File: src/rtl/sync_down_counter_8bit.sv
// Loadable 8-bit down counter with borrow chain and wrap policies.
// Free-running, auto-reload and one-shot; Tc/Done registered.
module sync_down_counter_8bit (
  input  logic       CLK,
  input  logic       Rd,
  input  logic       Load,
  input  logic [7:0] D,
  input  logic       En,
  input  logic       Bin,
  input  logic [1:0] Mode,
  output logic [7:0] Q,
  output logic       Bout,
  output logic       Tc,
  output logic       Done
);

  typedef enum logic [1:0] {
    IDLE = 2'd0,
    RUN  = 2'd1,
    HALT = 2'd2
  } state_e;

  state_e     state_q, state_d;
  logic [7:0] q_q, q_d;
  logic [7:0] r_q, r_d;
  logic       tc_q, tc_d;
  logic       done_q, done_d;
  logic       cnt;

  assign cnt  = En & Bin & ~Load & (state_q == RUN);
  assign Bout = cnt & (q_q == 8'h00);
  assign Q    = q_q;
  assign Tc   = tc_q;
  assign Done = done_q;

  always_ff @(posedge CLK or negedge Rd) begin
    if (!Rd) begin
      state_q <= IDLE;
      q_q     <= 8'h00;
      r_q     <= 8'h00;
      tc_q    <= 1'b0;
      done_q  <= 1'b0;
    end else begin
      state_q <= state_d;
      q_q     <= q_d;
      r_q     <= r_d;
      tc_q    <= tc_d;
      done_q  <= done_d;
    end
  end

  always_comb begin
    state_d = state_q;
    q_d     = q_q;
    r_d     = r_q;
    tc_d    = 1'b0;
    done_d  = done_q;
    if (Load) begin
      // load wins over a same-cycle borrow
      q_d     = D;
      r_d     = D;
      state_d = RUN;
      done_d  = 1'b0;
    end else begin
      unique case (state_q)
        IDLE: begin
          q_d = 8'h00;
        end
        RUN: begin
          if (cnt) begin
            if (q_q != 8'h00) begin
              q_d = q_q - 8'd1;
            end else begin
              tc_d = 1'b1;
              unique case (Mode)
                2'b01: q_d = r_q;
                2'b10: begin
                  q_d     = 8'h00;
                  state_d = HALT;
                  done_d  = 1'b1;
                end
                default: q_d = 8'hFF;
              endcase
            end
          end
        end
        HALT: begin
          done_d = 1'b1;
        end
        default: begin
          state_d = IDLE;
        end
      endcase
    end
  end

endmodule

File: config.mk
export PLATFORM = sky130hd
export DESIGN_NAME = sync_down_counter_8bit
export DESIGN_NICKNAME = d
export VERILOG_FILES = /design/src/rtl/sync_down_counter_8bit.sv
export SDC_FILE = /design/constraint.sdc
export NUM_CORES = 1
export LEC_CHECK = 0
export CAP_MARGIN = 40
export CORE_ASPECT_RATIO = 1.1
export CORE_MARGIN = 10
export CORE_UTILIZATION = 49
export CTS_BUF_LIST = sky130_fd_sc_hd__clkbuf_4 sky130_fd_sc_hd__clkbuf_8 sky130_fd_sc_hd__clkbuf_16
export DETAILED_ROUTE_END_ITERATION = 6
export PLACE_DENSITY = 0.83
export SLEW_MARGIN = 20
export SYNTH_ARGS = -nofsm -noshare
export SYNTH_HDL_FRONTEND = slang
export SYNTH_SLANG_ARGS = --single-unit
File: constraint.sdc
create_clock -name CLK -period 2 [get_ports CLK]
set_input_delay 0.4 -clock CLK [delete_from_list [all_inputs] [get_ports CLK]]
set_output_delay 0.4 -clock CLK [all_outputs]
set_load 0.05 [all_outputs]
==> out/results.ini, run 1 <==
[clocking]
numCtsBuffers=3
clockBufferDepth=2
cts_tree=done
clkSlewWorstSetupHoldPaths_ns=0.12
h-tree-depth=1
cts_root_buf=clkbuf_4
cts_sinks=20
clk_latency_ns=0.30
postCtsHoldBufs=0

[floorplan]
die_w_um=66.21
die-area_mm2=0.004690
initial_core_util=0.5111
io_pins=26
fp-row-count=18
die_h_um=70.84
core_mm2=0.002252

[power_and_ir_drop]
swShare=0.3437
combPwrFrac=0.344
p_leak_nw=0.7084
ir_drop_v=0.0003772
cellPowerDensity_mw_per_mm2=666.8
p_clk_frac=0.202
switching_power_w=0.0003676
power.internal_w=0.0007019
seq_power_share=0.454

[route]
first_pass_iters=5
ant_nets=0
vias=1056
detail_route.iter0.violations=58
routed_wl_mm=3.075
via_per_inst=5.558
wire_per_inst_um=16.18
post-route-drc-count=0

[cells_and_area]
fillCellCount=166
drive_gt1_frac=0.3063
multi_input_comb_area_um2=636.9
seq_area_um2=504.2
final_core_util=0.7122
final_common_cell=buf_4
nNetsFinal=178
layout_common_cells=buf_4, dfrtp_1, clkdlybuf4s50_1
area_growth_pct=39.35
diodes=0

[global_route]
grt_pass1_vias=1128
grt_remaining_overflow=0
grt_max_degree=21
antenna_found_initial=0
grt_usage=0.1360
grt_pass1_wl_mm=5.271

[worst_setup_path]
required_ns=1.60
critPathTopFamily=simple AND/OR/NAND/NOR gates
arrival_ns=1.56
crit_slowest_cell=dfrtp_2
endpoint_kind=output pin
worst-path-max-fanout=7
max_stage_delay_ns=0.48
crit_type=reg -> out
path_cells=nor4_4 -> nand2_2 -> nor2_4 -> buf_12
critPathBufInv=1
cp-start-kind=register

[logic_synthesis]
yosysWarnings=0
avgSynthCellArea_um2=9.513
synth_cells=121
synth-seq-area-share=0.4348
dominantRegCellSynth=dfrtp_1
yosys.area.top_type=dfrtp_1
yosysTopAreaCellShare=0.4348
postSynth.asyncResetShare=1.000
synth-edff-count=0
synth.area.top_cells=dfrtp_1, o21ai_0, mux2_2, nand2_1, inv_1
yosys_register_bits=20
synth_nets=138
syn_area_mm2=0.001151
synthDistinctLibCells=40

[sta]
period_minus_slack_ns=1.964
fin_skew_ns=0.004688
worst_slack_ns=0.03640
finalSetupViolCount=0
rsz0062_at_grt=yes
worst_pin_slew_ns=0.5039
relSlewSlack=0.6630
setup_tns_ns=0
period_share=0.9818
max_freq_mhz=509.3
hold_viol=0
slew_viol_final=0

[worst_hold_path]
hp-class=in -> async

[placed_design]
gp_congestion=0.9054
portBuffers=25
dp_hpwl_mm=2.280
dpl_worst_slack_ns=-0.04458

[run_status]
status=complete, no violations

[job]
maxCapViolCount=0

-- repair_timing --
| action | in CTS | in global routing |
|---|---|---|
| pin swaps | 1 | 3 |
| setup buffers | 2 | 3 |
| resized for setup | 7 | 5 |
| setup endpoints to repair | 2 | 1 |
-- power by group through the flow --
stage	Clock, W	Combinational, W	Sequential (W)
floorplan	0	0.000149	0.000548
global placement	0	0.000331	0.000486
detailed placement	0	0.000337	0.000490
CTS	0.000221	0.000352	0.000484
global route	0.000239	0.000400	0.000492
finish	0.000216	0.000367	0.000486
-- cells in the mapped netlist, types with 3 or more instances --
master,n
nand3_1,4
inv_1,9
nor2_1,5
a22o_1,3
mux2_2,6
o21ai_0,14
a21o_1,4
nand2_1,10
a21oi_1,6
nand2b_1,3
dfrtp_1,20
-- layout make-up --
class / count / area share
Multi-Input combinational cell: 87 / 0.3970
Clock buffer: 4 / 0.01872
Timing Repair Buffer: 40 / 0.2239
Sequential cell: 20 / 0.3144
Tap cell: 30 / 0.02340
Inverter: 9 / 0.02262
-- cells by family (layout without fill, tap and decap cells) --
| logic type | count (synthesis) | count (layout) | share of synthesized area |
|---|---|---|---|
| XOR/XNOR | 2 | 2 | 0.01522 |
| multiplexers | 8 | 8 | 0.07608 |
| buffers and inverters | 14 | 53 | 0.04781 |
| flip-flops | 20 | 20 | 0.4348 |
| AND/OR/NAND/NOR | 37 | 37 | 0.1891 |
| AO/OA/AOI/OAI | 38 | 38 | 0.2152 |
| adder cells (fa/ha/maj) | 2 | 2 | 0.02174 |
-- per-layer routing --
metal	up-vias	wire length, µm	GRT usage	part of all wire
li1	518	-	-	-
met1	502	1332	0.1630	0.43
met2	28	1538	0.2236	0.50
met3	8	142	0.03150	0.046
met4	0	61	0.05828	0.020
met5	-	0	0	0
-- sequential cells by signal (all words and copies together), names as in the netlist --
signal,count
r_q,8
Done,1
state_q,2
Tc,1
Q,8
-- path summary, 6_finish.rpt --
path | start | end | slack, ns | cells past startpoint
max in group asynchronous | Rd | Q[4] | 1.34 | 2
min reg2reg | r_q[3] | r_q[3] | 0.52 | 1
min | Rd | Q[1] | 0.42 | 2
max reg2reg | Q[0] | Q[6] | 0.11 | 7
min in group CLK | r_q[3] | r_q[3] | 0.52 | 1
max | Q[4] | Bout | 0.04 | 4
-- worst register-to-register path, cell delays in order (launching register included) --
cell and delay, ns:
dfrtp_2 0.46, inv_4 0.08, buf_4 0.11, ha_1 0.21, or4b_1 0.49, nor2_1 0.14
mux2i_1 0.19, a31oi_1 0.09
-- through the flow --
| step | total power [W] | hold WS [ns] | instances | instance area, µm² |
|---|---|---|---|---|
| global route | 0.001131 | 0.4264 | 190 | 1604 |
| floorplan | 0.0006968 | 0.1044 | 121 | 1161 |
| detailed placement | 0.0008267 | 0.5007 | 181 | 1498 |
| finish | 0.001070 | 0.4222 | 190 | 1604 |
| global placement | 0.0008170 | 0.4879 | 181 | 1498 |
| CTS | 0.001056 | 0.4260 | 187 | 1570 |
Power figures use the tool's default switching activity.
==> run 2, diff against run 1 <==
--- a/config.mk
+++ b/config.mk
@@ -6,9 +6,11 @@
 export NUM_CORES = 1
 export LEC_CHECK = 0
 export CAP_MARGIN = 40
+export CELL_PAD_IN_SITES_DETAIL_PLACEMENT = 0
+export CELL_PAD_IN_SITES_GLOBAL_PLACEMENT = 2
 export CORE_ASPECT_RATIO = 1.1
 export CORE_MARGIN = 10
-export CORE_UTILIZATION = 49
+export CORE_UTILIZATION = 30
 export CTS_BUF_LIST = sky130_fd_sc_hd__clkbuf_4 sky130_fd_sc_hd__clkbuf_8 sky130_fd_sc_hd__clkbuf_16
 export DETAILED_ROUTE_END_ITERATION = 6
 export PLACE_DENSITY = 0.83
==> run 2 against run 1 <==
Die area rose by 43%. Hold slack gained 0.055 ns. Critical path depth rose by 2. Clock skew barely moved. Final area increased by 2.1%. Clock-buffer cell count did not move. Combinational power hardly changed. Worst setup slack improved by 0.011 ns. Highest routed layer unchanged.
==> out/results.ini, run 2 (same netlist as run 1, synthesis figures left out) <==
[run_status]
status=complete, no violations  ; unchanged

[global_route]
grt_remaining_overflow=0  ; unchanged
grt_max_degree=21  ; unchanged
grt_usage=0.1004  ; was 0.1360
antenna_found_initial=0  ; unchanged
grt_pass1_vias=1156  ; was 1128
grt_pass1_wl_mm=5.561  ; was 5.271 mm

[sta]
relSlewSlack=0.6639  ; was 0.6630
worst_pin_slew_ns=0.5025  ; was 0.5039 ns
period_minus_slack_ns=1.953  ; was 1.964 ns
period_share=0.9765  ; was 0.9818
slew_viol_final=0  ; unchanged
max_freq_mhz=512.0  ; was 509.3 MHz
rsz0062_at_grt=yes  ; unchanged
fin_skew_ns=0.004330  ; was 0.004688 ns
hold_viol=0  ; unchanged
worst_slack_ns=0.04704  ; was 0.03640 ns
finalSetupViolCount=0  ; unchanged

[power_and_ir_drop]
ir_drop_v=0.0003577  ; was 0.0003772 V
power_w=0.001147  ; was 0.001070 W
p_leak_nw=0.7133  ; was 0.7084 nW
cellPowerDensity_mw_per_mm2=700.0  ; was 666.8 mW/mm²

[cells_and_area]
final_core_util=0.4446  ; was 0.7122
multi_input_comb_area_um2=631.9  ; was 636.9 µm²
final_common_cell=buf_4  ; unchanged
fillCellCount=407  ; was 166
drive_gt1_frac=0.3000  ; was 0.3063
layout_common_cells=buf_4, dfrtp_1, clkdlybuf4s50_1  ; unchanged
seq_area_um2=503.0  ; was 504.2 µm²
area_growth_pct=42.28  ; was 39.35%
nNetsFinal=178  ; unchanged
diodes=0  ; unchanged

[floorplan]
die_w_um=79.06  ; was 66.21 µm
io_pins=26  ; unchanged
die_h_um=84.97  ; was 70.84 µm
initial_core_util=0.3125  ; was 0.5111
fp-row-count=23  ; was 18
die-area_mm2=0.006717  ; was 0.004690 mm²
core_mm2=0.003684  ; was 0.002252 mm²

[route]
wire_per_inst_um=16.02  ; was 16.18 µm
via_per_inst=5.033  ; was 5.558
ant_nets=0  ; unchanged
post-route-drc-count=0  ; unchanged
routed_wl_mm=3.364  ; was 3.075 mm
detail_route.iter0.violations=67  ; was 58
first_pass_iters=4  ; was 5
vias=1057  ; was 1056

[clocking]
h-tree-depth=1  ; unchanged
cts_root_buf=clkbuf_8  ; was clkbuf_4
clockBufferDepth=2  ; unchanged
cts_sinks=20  ; unchanged
clkSlewWorstSetupHoldPaths_ns=0.08  ; was 0.12 ns
cts_tree=done  ; unchanged
clk_latency_ns=0.26  ; was 0.30 ns
postCtsHoldBufs=0  ; unchanged
numCtsBuffers=3  ; unchanged

[placed_design]
dp_hpwl_mm=2.519  ; was 2.280 mm
gp_congestion=0.7853  ; was 0.9054
portBuffers=25  ; unchanged
dpl_worst_slack_ns=-0.03845  ; was -0.04458 ns

[worst_setup_path]
required_ns=1.60  ; about the same
max_stage_delay_ns=0.44  ; was 0.48 ns
path_cells=inv_2 -> ha_4 -> nor3b_4 -> nand2_2 -> nor2_4 -> buf_12  ; was nor4_4 -> nand2_2 -> nor2_4 -> buf_12
worst-path-max-fanout=5  ; was 7
critPathBufInv=2  ; was 1
crit_slowest_cell=dfrtp_2  ; unchanged
crit_type=reg -> out  ; unchanged
cp-start-kind=register  ; unchanged
critPathTopFamily=simple AND/OR/NAND/NOR gates  ; unchanged
arrival_ns=1.55  ; was 1.56 ns
endpoint_kind=output pin  ; unchanged

[job]
maxCapViolCount=0  ; unchanged

[worst_hold_path]
hp-class=in -> async  ; unchanged

==> run 2: changes by cell type in the layout (fill, tap and decap cells not counted) <==
cell	previous run	this run
clkbuf_4	4	1
clkbuf_8	0	3
buf_4	21	22
dfrtp_1	17	18
dfrtp_2	3	2
dlygate4sd2_1	1	0
inv_2	1	2
inv_4	1	0
nand3_1	3	4
nand3_2	1	0
==> run 2: where the power goes <==
part / leakage (nW) / switching, W / total, W / internal [W]
clock network: 0.0262 / 0.000142 / 0.000297 / 0.000156
logic: 0.442 / 0.000198 / 0.000365 / 0.000168
registers: 0.245 / 0.0000436 / 0.000484 / 0.000440
total: 0.713 / 0.000383 / 0.00115 / 0.000764
==> run 2: worst reg2reg max path: stages (launching register included) <==
cell     delay [ns]
dfrtp_2        0.44
inv_2          0.10
ha_4           0.14
nor3b_4        0.19
nand2_2        0.13
buf_4          0.20
or4_1          0.52
nand4_1        0.10
==> run 2: path summary, 6_finish.rpt <==
kind | start | endpoint | slack (ns) | cells after the start
setup / recovery | Q[1] | Bout | 0.05 | 6
hold / removal | Rd | state_q[1] | 0.48 | 2
setup reg to reg | Q[1] | Q[0] | 0.12 | 7
hold reg to reg | r_q[5] | r_q[5] | 0.52 | 1
max in group asynchronous | Rd | Q[0] | 1.28 | 2
min in group CLK | r_q[5] | r_q[5] | 0.52 | 1
==> run 2: layout make-up <==
cell class | instances | share of cell area
sequential | 20 | 0.3071
multi-input combinational | 87 | 0.3858
timing repair buffer | 40 | 0.2185
inverter | 9 | 0.02063
tap | 50 | 0.03820
clock buffer | 4 | 0.02979
==> run 2: per-stage QoR <==
| step | std cells | instance area (µm²) | TNS, ns | hold slack, ns |
|---|---|---|---|---|
| 6_report | 210 | 1638 | 0 | 0.4771 |
| 5_1_grt | 210 | 1638 | -0.02901 | 0.5018 |
| 4_1_cts | 208 | 1610 | 0 | 0.4832 |
| 3_5_place_dp | 203 | 1535 | -0.04171 | 0.4986 |
| 3_3_place_gp | 203 | 1535 | 0 | 0.4931 |
| 2_1_floorplan | 121 | 1161 | 0 | 0.1044 |
==> run 2: per-layer routing <==
layer / part of all wire / vias to the layer above / track usage / wire length, µm
met5: 0 / - / 0 / 0
met1: 0.43 / 519 / 0.1134 / 1441
met4: 0.018 / 0 / 0.03915 / 59
met2: 0.53 / 18 / 0.1774 / 1791
li1: - / 513 / - / -
met3: 0.021 / 7 / 0.02215 / 72
==> run 2: what timing repair did <==
item / CTS / global route
resized for setup: 4 / 4
setup buffers: 1 / 2
setup endpoints to repair: 1 / 3
pin swaps: 1 / 4
cloned: 0 / 0
